--- config.mk ---
export PLATFORM = sky130hd
export DESIGN_NAME = stream_source_flat
export DESIGN_NICKNAME = d
export VERILOG_FILES = /design/src/rtl/stream_source_pkg.sv /design/src/rtl/stream_source_if.sv /design/src/rtl/stream_source_skid.sv /design/src/rtl/stream_source.sv /design/src/flat_wrapper.sv
export SDC_FILE = /design/constraint.sdc
export NUM_CORES = 1
export LEC_CHECK = 0
export CORE_MARGIN = 8
export CORE_UTILIZATION = 25
export CTS_BUF_LIST = sky130_fd_sc_hd__clkbuf_4
export DETAILED_ROUTE_END_ITERATION = 12
export SKIP_CTS_REPAIR_TIMING = 1
export SYNTH_ARGS = -nofsm -noshare
export SYNTH_HDL_FRONTEND = slang
export SYNTH_SLANG_ARGS = --single-unit
--- constraint.sdc ---
create_clock -name clock -period 5.14 [get_ports clock]
set_clock_uncertainty 0.05 [all_clocks]
set_input_delay 0.771 -clock clock [delete_from_list [all_inputs] [get_ports clock]]
set_output_delay 0.771 -clock clock [all_outputs]
set_load 0.05 [all_outputs]
--- src/rtl/stream_source_pkg.sv ---
// Shared types and default widths for the stream_source block.
// Latency: n/a (declarations only).
// Backpressure: n/a.
package stream_source_pkg;

    localparam int DEF_DATA_WIDTH = 32;
    localparam int DEF_MEM_DEPTH  = 32;
    localparam int DEF_ADDR_WIDTH = 5;

    // Burst sequencer states
    typedef enum logic [1:0] {
        IDLE  = 2'd0,
        ISSUE = 2'd1,
        DRAIN = 2'd2
    } state_e;

endpackage

--- src/rtl/stream_source_if.sv ---
// Output stream bundle: data word plus valid/ready handshake.
// Latency: n/a (wires only).
// Backpressure: master holds dout/dout_v until the slave raises dout_r.
interface stream_source_if
    import stream_source_pkg::*;
#(
    parameter int DATA_WIDTH = DEF_DATA_WIDTH
) ();

    logic [DATA_WIDTH-1:0] dout;
    logic                  dout_v;
    logic                  dout_r;

    modport master (output dout, output dout_v, input dout_r);
    modport slave  (input dout, input dout_v, output dout_r);

endinterface

--- src/rtl/stream_source_skid.sv ---
// Two-entry valid/ready output register; head entry drives the output directly from a flop.
// Latency: 1 cycle from in_vld to out_vld when empty.
// Backpressure: no in_rdy; the producer keeps occupancy plus in-flight reads at or below 2.
module stream_skid
    import stream_source_pkg::*;
#(
    parameter int DATA_WIDTH = DEF_DATA_WIDTH
) (
    input  logic                  clock,
    input  logic                  reset,
    input  logic                  in_vld,
    input  logic [DATA_WIDTH-1:0] in_dat,
    output logic                  out_vld,
    output logic [DATA_WIDTH-1:0] out_dat,
    input  logic                  out_rdy,
    output logic [1:0]            occ
);

    logic [1:0]            cnt_q, cnt_d;
    logic [DATA_WIDTH-1:0] e0_q, e0_d;
    logic [DATA_WIDTH-1:0] e1_q, e1_d;
    logic                  pop;

    // Valid comes straight from the count flop, never from out_rdy
    assign out_vld = (cnt_q != 2'd0);
    assign out_dat = e0_q;
    assign occ     = cnt_q;
    assign pop     = out_vld && out_rdy;

    // Next entry contents: head is e0, e1 only used when two words are parked
    always_comb begin
        cnt_d = cnt_q;
        e0_d  = e0_q;
        e1_d  = e1_q;
        unique case ({in_vld, pop})
            2'b10: begin
                if (cnt_q == 2'd0) e0_d = in_dat;
                else               e1_d = in_dat;
                cnt_d = cnt_q + 2'd1;
            end
            2'b01: begin
                e0_d  = e1_q;
                cnt_d = cnt_q - 2'd1;
            end
            2'b11: begin
                if (cnt_q == 2'd1) begin
                    e0_d = in_dat;
                end else begin
                    e0_d = e1_q;
                    e1_d = in_dat;
                end
            end
            default: ;
        endcase
    end

    // Entry and count registers
    always_ff @(posedge clock or posedge reset) begin
        if (reset) begin
            cnt_q <= 2'd0;
            e0_q  <= '0;
            e1_q  <= '0;
        end else begin
            cnt_q <= cnt_d;
            e0_q  <= e0_d;
            e1_q  <= e1_d;
        end
    end

endmodule

--- src/rtl/stream_source.sv ---
// Strided burst reader: streams len words from base, base+stride, ... of a local memory.
// Latency: first dout_v two edges after the start edge, then one word per cycle.
// Backpressure: reads issue only while skid occupancy plus in-flight reads stays below 2.
// Optional looping burst mode under STREAM_SOURCE_REPEAT_EN.
module stream_source
    import stream_source_pkg::*;
#(
    parameter int DATA_WIDTH = DEF_DATA_WIDTH,
    parameter int MEM_DEPTH  = DEF_MEM_DEPTH,
    parameter int ADDR_WIDTH = DEF_ADDR_WIDTH
) (
    input  logic                  clock,
    input  logic                  reset,
    input  logic                  wr_en,
    input  logic [ADDR_WIDTH-1:0] wr_addr,
    input  logic [DATA_WIDTH-1:0] wr_data,
    input  logic                  start,
    input  logic [ADDR_WIDTH-1:0] base,
    input  logic [ADDR_WIDTH-1:0] stride,
    input  logic [ADDR_WIDTH:0]   len,
`ifdef STREAM_SOURCE_REPEAT_EN
    // Named repeat_mode because 'repeat' is a reserved word
    input  logic                  repeat_mode,
`endif
    stream_source_if.master       out_if,
    output logic                  busy,
    output logic                  done
);

    localparam logic [ADDR_WIDTH:0] LEN_ONE = {{ADDR_WIDTH{1'b0}}, 1'b1};

    logic [DATA_WIDTH-1:0] mem [MEM_DEPTH];
    logic [DATA_WIDTH-1:0] rd_dat_q;

    state_e                state_q, state_d;
    logic [ADDR_WIDTH-1:0] addr_q, addr_d;
    logic [ADDR_WIDTH-1:0] stride_q, stride_d;
    logic [ADDR_WIDTH:0]   left_q, left_d;
    logic                  rd_vld_q, rd_vld_d;
    logic                  done_q, done_d;
`ifdef STREAM_SOURCE_REPEAT_EN
    logic [ADDR_WIDTH-1:0] base_q, base_d;
    logic [ADDR_WIDTH:0]   len_q, len_d;
    logic                  rep_q, rep_d;
`endif

    logic                  rd_en;
    logic                  pop;
    logic [1:0]            occ;
    logic [1:0]            eff_occ;
    logic                  wrap_again;

    // Local memory: writes land in any state; the read sees pre-write contents
    always_ff @(posedge clock) begin
        if (wr_en) mem[wr_addr] <= wr_data;
        if (rd_en) rd_dat_q <= mem[addr_q];
    end

    assign pop = out_if.dout_v && out_if.dout_r;

    // Room check counts the word leaving this cycle so a steady stream never bubbles
    assign eff_occ = occ + {1'b0, rd_vld_q} - {1'b0, pop};
    assign rd_en   = (state_q == ISSUE) && (eff_occ < 2'd2);

`ifdef STREAM_SOURCE_REPEAT_EN
    assign wrap_again = rep_q && repeat_mode;
`else
    assign wrap_again = 1'b0;
`endif

    // Sequencer next-state: descriptor capture, address stepping, completion
    always_comb begin
        state_d  = state_q;
        addr_d   = addr_q;
        stride_d = stride_q;
        left_d   = left_q;
        rd_vld_d = rd_en;
        done_d   = 1'b0;
`ifdef STREAM_SOURCE_REPEAT_EN
        base_d   = base_q;
        len_d    = len_q;
        rep_d    = rep_q;
`endif
        unique case (state_q)
            IDLE: begin
                if (start) begin
                    if (len == '0) begin
                        done_d = 1'b1;
                    end else begin
                        state_d  = ISSUE;
                        addr_d   = base;
                        stride_d = stride;
                        left_d   = len;
`ifdef STREAM_SOURCE_REPEAT_EN
                        base_d   = base;
                        len_d    = len;
                        rep_d    = repeat_mode;
`endif
                    end
                end
            end
            ISSUE: begin
                if (rd_en) begin
                    addr_d = addr_q + stride_q;
                    left_d = left_q - LEN_ONE;
                    if (left_q == LEN_ONE) begin
                        if (wrap_again) begin
`ifdef STREAM_SOURCE_REPEAT_EN
                            addr_d = base_q;
                            left_d = len_q;
`endif
                        end else begin
                            state_d = DRAIN;
                        end
                    end
                end
            end
            DRAIN: begin
                // Last word: nothing in flight and it is the only one parked
                if (pop && !rd_vld_q && (occ == 2'd1)) begin
                    state_d = IDLE;
                    done_d  = 1'b1;
                end
            end
            default: state_d = IDLE;
        endcase
    end

    // Sequencer state register
    always_ff @(posedge clock or posedge reset) begin
        if (reset) begin
            state_q  <= IDLE;
            addr_q   <= '0;
            stride_q <= '0;
            left_q   <= '0;
            rd_vld_q <= 1'b0;
            done_q   <= 1'b0;
`ifdef STREAM_SOURCE_REPEAT_EN
            base_q   <= '0;
            len_q    <= '0;
            rep_q    <= 1'b0;
`endif
        end else begin
            state_q  <= state_d;
            addr_q   <= addr_d;
            stride_q <= stride_d;
            left_q   <= left_d;
            rd_vld_q <= rd_vld_d;
            done_q   <= done_d;
`ifdef STREAM_SOURCE_REPEAT_EN
            base_q   <= base_d;
            len_q    <= len_d;
            rep_q    <= rep_d;
`endif
        end
    end

    assign busy = (state_q != IDLE);
    assign done = done_q;

    stream_skid #(
        .DATA_WIDTH (DATA_WIDTH)
    ) u_skid (
        .clock   (clock),
        .reset   (reset),
        .in_vld  (rd_vld_q),
        .in_dat  (rd_dat_q),
        .out_vld (out_if.dout_v),
        .out_dat (out_if.dout),
        .out_rdy (out_if.dout_r),
        .occ     (occ)
    );

endmodule

--- src/flat_wrapper.sv ---
// flat-port wrapper written by rule: the top's interface ports become plain ports
module stream_source_flat import stream_source_pkg::*;
#(
    parameter int DATA_WIDTH = DEF_DATA_WIDTH,
    parameter int MEM_DEPTH  = DEF_MEM_DEPTH,
    parameter int ADDR_WIDTH = DEF_ADDR_WIDTH
)
  (clock, reset, wr_en, wr_addr, wr_data, start, base, stride, len, busy, done, out_if_dout, out_if_dout_v, out_if_dout_r);
  stream_source_if #(.DATA_WIDTH(DATA_WIDTH)) out_if_i ();
  input  logic clock;
  input  logic reset;
  input  logic wr_en;
  input  logic [ADDR_WIDTH-1:0] wr_addr;
  input  logic [DATA_WIDTH-1:0] wr_data;
  input  logic start;
  input  logic [ADDR_WIDTH-1:0] base;
  input  logic [ADDR_WIDTH-1:0] stride;
  input  logic [ADDR_WIDTH:0] len;
  output logic busy;
  output logic done;
  output wire logic [$bits(out_if_i.dout)-1:0] out_if_dout;
  output wire logic [$bits(out_if_i.dout_v)-1:0] out_if_dout_v;
  input wire logic [$bits(out_if_i.dout_r)-1:0] out_if_dout_r;
  assign out_if_dout = out_if_i.dout;
  assign out_if_dout_v = out_if_i.dout_v;
  assign out_if_i.dout_r = out_if_dout_r;
  stream_source #(.DATA_WIDTH(DATA_WIDTH), .MEM_DEPTH(MEM_DEPTH), .ADDR_WIDTH(ADDR_WIDTH)) u_core (.clock(clock), .reset(reset), .wr_en(wr_en), .wr_addr(wr_addr), .wr_data(wr_data), .start(start), .base(base), .stride(stride), .len(len), .out_if(out_if_i), .busy(busy), .done(done));
endmodule
# [Word-level counts from Yosys, hierarchy flattened]
# Memories as Yosys holds them, arrays and structs flattened. A register that Yosys moved wholly into a read port is not among the register bits.
# Index checks and enable logic that the tools add are counted.
[classes] addsub=6 multipliers=0 n_div=0 n_lt_le_gt_ge=1 eq_ne=15 shift=0 mux=27 bitwise=1 n_reduce_logical=19
[op_table] op="2-to-1 mux 32 bit" count=4
[op_table] op="one-hot mux 32 bit (3 select lines)" count=1
[op_table] op="one-hot mux 32 bit (2 select lines)" count=1
[op_table] op="2-to-1 mux 6 bit" count=3
[op_table] op="2-to-1 mux 5 bit" count=3
[op_table] op="!= test 2 bit, second input constant" count=6
[op_table] op="one-hot mux 6 bit (2 select lines)" count=1
[op_table] op="2-to-1 mux 2 bit" count=5
[op_table] op="one-hot mux 5 bit (2 select lines)" count=1
[op_table] op="nonzero test 2 bit" count=5
[op_table] op="equality test 2 x 1 -> 1 bit, second input constant" count=3
[op_table] op="equality test 2 bit, second input constant" count=3
[op_table] op="equality test 6 x 1 -> 1 bit, second input constant" count=1
[op_table] op="zero test 6 bit" count=1
[op_table] op="one-hot mux 2 bit (3 select lines)" count=1
[op_table] op="AND reduction 3 bit" count=2
[op_table] op="subtractor 6 x 1 -> 6 bit, second input constant" count=1
[op_table] op="adder 5 bit" count=1
[op_table] op="2-to-1 mux 1 bit" count=5
[op_table] op="AND reduction 5 bit" count=1
[op_table] op="logical AND 1 bit" count=4
[op_table] op="zero test 2 bit" count=2
[op_table] op="!= test 2 x 1 -> 1 bit, second input constant" count=2
[op_table] op="one-hot mux 2 bit (2 select lines)" count=1
[op_table] op="other kinds (11)" count=11
[word_totals] reg_bits=86 latchBits=0 ramBits=1024 mem_bits_ro=0 input_bits=58 out_inout_bits=35 n_memories=1
[memory_table] name="u_core.mem" words=32 word_bits=32 rd=1 rd_clocked_by_memory_dff=1 write_ports=1 line="stream_source.sv:32" rtl="logic [DATA_WIDTH-1:0] mem [MEM_DEPTH];"

# [Logic depth before layout (Yosys ltp)]
[logic_depth] word_depth=7 depth_mapped=11 depth_no_buf=9

# [By module]
# From an unflattened synthesis, not the netlist that was laid out.
[unflattened] cells_unflattened=2025 hier_area_um2=43575.5
[by_module_without_submodules] mod="stream_source" instances=1 cells_per_inst=1750 area_per_inst_um2=40465.1 seq_area_each_um2=32210.9
[by_module_without_submodules] mod="stream_skid" instances=1 cells_per_inst=275 area_per_inst_um2=3110.5 seq_area_each_um2=1651.6

# [Worst setup path after synthesis]
# Ideal clock, no wire load.
[synth_path] path_kind="input-to-reg" start="input out_if_dout_r" end="register u_core.rd_dat_q[0], read port of u_core.mem, enable pin" setup_ns=0.422 t_arrival_ns=3.076 required_ns=4.668 path_slack_ns=1.591 path_stages=6 n_path_buf=1 cell_sequence="nor2b_1 -> ha_1 -> buf_2 -> xor2_1 -> xor2_1 -> nor2_1"
[synth_via] elab_chain_cells=4
[synth_lines] element="start, declared" line="flat_wrapper.sv:23" rtl="input wire logic [$bits(out_if_i.dout_r)-1:0] out_if_dout_r;"
[synth_lines] element="logical AND 1 bit" line="stream_source.sv:59" rtl="assign pop = out_if.dout_v && out_if.dout_r;"
[synth_lines] element="subtractor 2 x 1 -> 2 bit" line="stream_source.sv:62" rtl="assign eff_occ = occ + {1'b0, rd_vld_q} - {1'b0, pop};"
[synth_lines] element="< comparator 2 bit" line="stream_source.sv:63" rtl="assign rd_en = (state_q == ISSUE) && (eff_occ < 2'd2);"
[synth_lines] element="logical AND 1 bit" line="stream_source.sv:63"
[synth_lines] element="via u_core.rd_en" line="stream_source.sv:47" rtl="logic rd_en;"
[synth_lines] element="end, declared" line="stream_source.sv:33" rtl="logic [DATA_WIDTH-1:0] rd_dat_q;"
# The timed path passes the listed nets, and every way through them passes these cells.
# A chain may end at the register's enable or synchronous reset.

# [Worst setup path after layout]
[layout_path] start="register u_core.u_skid.cnt_q[0], in the netlist u_core.u_skid.occ[0]" end="output out_if_dout_v"
[layout_via] elab_chain_cells=1
[layout_lines] element="start, declared" line="stream_source_skid.sv:19" rtl="logic [1:0] cnt_q, cnt_d;"
[layout_lines] element="start signal, assigned" line="stream_source_skid.sv:64" rtl="cnt_q <= cnt_d;"
[layout_lines] element="nonzero test 2 bit" line="stream_source_skid.sv:25" rtl="assign out_vld = (cnt_q != 2'd0);"
[layout_lines] element="end, declared" line="flat_wrapper.sv:22" rtl="output wire logic [$bits(out_if_i.dout_v)-1:0] out_if_dout_v;"
# Every way passes these cells.

==> summary.md <==
| Metric | Value |
|---|---|
| Hold Path Class | `input pin to async pin` |
| Delay-heaviest family, CP | `buffers and inverters` |
| Count of cell types in the netlist | `49` |
| Leak | `between 15 and 20 nW` |
| DR DRC count | `0` |
| RSZ-0062 raised after global routing | `false` |
| Max-Cap Viols | `0` |
| Detailed Routing Iterations Pass 1 | `5` |
| Slew Limit Fails | `0` |
| Cell Chain, Critical Path | `inv_1 > ha_1 > inv_1 > clkdlybuf4s50_1` |
| Num Clock Sinks | `between 1k and 1.5k` |
| Status | `completed` |
| Clock power share | `0.288` |
| Fin. Hold Viols | `0` |
| Share of cells above drive strength 1 | `0.357` |
| Sw Ratio | `0.317` |
| DR iter-0 viols | `1992` |
| DR WL/cell | `22.4 µm` |
| CP Buf/Inv Count | `3` |
| CP endpoint kind | `output port` |
| Clk slew on worst S/H paths | `approximately 0.06 ns` |
| Net load switching power | `8.56 mW` |
| CTS H-tree depth | `5` |
| First-pass GRT wire length | `159 mm` |
| Synth area leader | `edfxtp_1` |
| DR vias | `21.9k` |
| Filler cell count | `between 15k and 20k` |
| Top post-synthesis cells by area | `edfxtp_1 73%, mux4_2 13%, dfrtp_1 5.0%` |
| Worst Setup Start Kind | `register` |
| Initial antenna violation count | `20` |
| Pint | `18.5 mW` |
| Final wirelength | `109 mm` |
| ANT nets after route | `0` |
| Sequential area share after synthesis | `0.785` |
| Post-Synthesis Cell Area | `about 43000 µm²` |
| Area grow syn2layout | `19.2%` |
| Slew HR | `0.159` |
| Synth Instances | `1977` |
| CP Max Fanout | `4` |
| Final period utilization | `0.697` |
| Clk_lat worst skew | `1.21 ns` |
| Most frequent cell after synthesis | `edfxtp_1` |
| Layout net count | `2436` |
| Worst Path Required | `4.32 ns` |
| Post-synthesis net count | `2047` |
| Die W | `431 µm` |
| Final std cells w/o fill | `4894` |
| Dpl hpwl | `~66 mm` |
| Post-synth ARST share | `0.0753` |
| Die Ht | `431 µm` |
| Rows | `152` |
| DR vias/cell | `4.47` |
| Starting Density | `0.252` |
| Sequential power share | `0.425` |
| Ports | `93` |
| Final global-route overflow total | `0` |
| Most frequent CP cell | `inv_1` |
| Total track usage | `0.115` |
| Slowest cell on crit path | `clkdlybuf4s50_1` |
| Root buffer cell | `clkbuf_4` |
| Power per Cell Area | `approximately 530 nW/µm²` |
| CTS tree | `yes` |
| Core box area | `172000 µm²` |
| Setup TNS | `0 ns` |
| Combinational power share | `0.287` |
| Yosys top cell area share | `0.735` |
| Top post-synthesis cells by count | `1056 x edfxtp_1, 256 x mux4_2, 130 x o22ai_1, 86 x dfrtp_1, 55 x clkbuf_1` |
| CP peak stage delay | `0.80 ns` |
| Num CTS Buffers | `314` |
| Placed Instances | `roughly 4.4k` |
| VDD IR max | `318 µV` |
| Setup violators final | `0` |
| Syn Area/Cell | `21.8 µm²` |
| Post-synth EDFFs | `approximately 1.1k` |
| Fmax | `0.279 GHz` |
| WS Path Type | `register to output port` |
| Main synth FF type | `edfxtp_1` |
| Die Area | `186000 µm²` |
| Yosys reg bits | `1142` |
| Critical Path AT | `2.76 ns` |
| Synth Warn # | `0` |
| Slew of the pin with the lowest slew margin | `1.26 ns` |
| Largest net degree at the start of global routing | `77` |
| Clock period minus worst slack | `3.58 ns` |
| Number of global-route vias before repair | `23.1k` |
| Clock buffer depth | `4` |
| Gpl congestion | `0.762` |
| Port bufs | `92` |
power by group through the flow:
stage               Sequential, mW  Clock (mW)  Combinational (mW)
floorplan                     11.8           0                4.91
global placement              11.7           0                7.84
detailed placement            11.7           0                7.89
CTS                           11.5        8.02                7.89
global route                  11.6        8.52                8.29
finish                        11.5        7.79                7.74
layer usage:
layer | share of wire | GRT usage | up-vias
met1 | 0.42 | 0.149 | 11500
met5 | 0.00084 | 0 | -
met4 | 0.019 | 0.0356 | 12
li1 | - | - | 9356
met3 | 0.069 | 0.0305 | 184
met2 | 0.49 | 0.189 | 834
metrics by stage:
stage	setup slack, ns	utilization	total power [mW]	hold slack [ns]	cell area [µm²]
2_1_floorplan	1.59	-	16.7	0.419	43100
3_3_place_gp	1.48	0.278	19.5	0.418	47600
3_5_place_dp	1.45	0.278	19.6	0.427	47600
4_1_cts	1.40	0.300	27.4	-0.0224	51400
5_1_grt	1.32	0.300	28.4	0.0194	51400
6_report	1.56	0.300	27.0	0.0689	51400
final timing paths:
check	startpoint	to	cells after the start	slack (ns)
min in group clock	stride[3]	u_core.stride_q[3]$_DFFE_PP0P_	2	0.22
worst min register to register	u_core.u_skid.out_dat[24]$_DFFE_PP0P_	u_core.u_skid.out_dat[24]$_DFFE_PP0P_	2	0.43
worst max register to register	u_core.u_skid.occ[0]$_DFFE_PP0N_	u_core.u_skid.out_dat[16]$_DFFE_PP0P_	8	2.05
max in group asynchronous	reset	u_core.u_skid.out_dat[11]$_DFFE_PP0P_	3	3.92
worst max-delay path	u_core.u_skid.occ[0]$_DFFE_PP0N_	out_if_dout_v	4	1.56
worst min-delay path	reset	u_core.u_skid.out_dat[2]$_DFFE_PP0P_	2	0.07
kinds of logic after synthesis:
group / count (synthesis) / synth area share
fa+ha+maj: 12 / 0.00365
flops: 1142 / 0.785
xor+xnor: 6 / 0.00122
simple gates: 164 / 0.0190
mux: 299 / 0.145
buf+inv: 127 / 0.0129
compound gates: 227 / 0.0335
flip-flops by register name, indices dropped and copies added (netlist names), 5 cells and up:
signal / count
u_core.rd_dat_q: 32
u_core.addr_q: 5
u_core.u_skid.e1_q: 32
u_core.u_skid.out_dat: 32
u_core.mem: 1024
u_core.stride_q: 5
u_core.left_q: 6
cell usage in the layout (no fill, tap or decap), drive strengths merged, types with 2 or more instances in the layout:
| cell type | instances |
|---|---|
| o22ai | 130 |
| a22oi | 32 |
| a31oi | 5 |
| a21o | 2 |
| mux2 | 40 |
| nor2 | 47 |
| nor4 | 32 |
| o21ai | 36 |
| or4 | 2 |
| and3 | 3 |
| nor2b | 3 |
| buf | 89 |
| nand2 | 44 |
| ha | 11 |
| bufinv | 2 |
| clkbuf | 464 |
| nand3 | 9 |
| a21oi | 11 |
| dfrtp | 86 |
| edfxtp | 1056 |
| diode | 13 |
| inv | 22 |
| mux4 | 256 |
| clkinv | 51 |
| mux2i | 3 |
| clkdlybuf4s50 | 92 |
| xnor2 | 3 |
| nand2b | 2 |
| nor3 | 3 |
| or3 | 4 |
| or3b | 4 |
| o22a | 2 |
| xor2 | 3 |
| nand3b | 8 |
area by class of cell:
cell class	count	area (µm²)	share of cell area
well taps	2310	2890	0.0562
repair buffers	181	1740	0.0338
multi-input cells	708	9040	0.176
inverters	19	73.8	0.00144
clock inverters	57	285	0.00555
diodes	13	32.5	0.000633
flip-flops and latches	1142	33900	0.659
clock buffers	464	3480	0.0678
worst register-to-register path: stages, from the launching register on:
cell	delay (ns)
dfrtp_1	0.40
inv_1	0.06
ha_1	0.27
nor2b_1	0.38
ha_1	0.41
mux2i_4	0.85
buf_4	0.34
a22oi_1	0.10
o21ai_0	0.18
(Power assumes the default switching activity.)
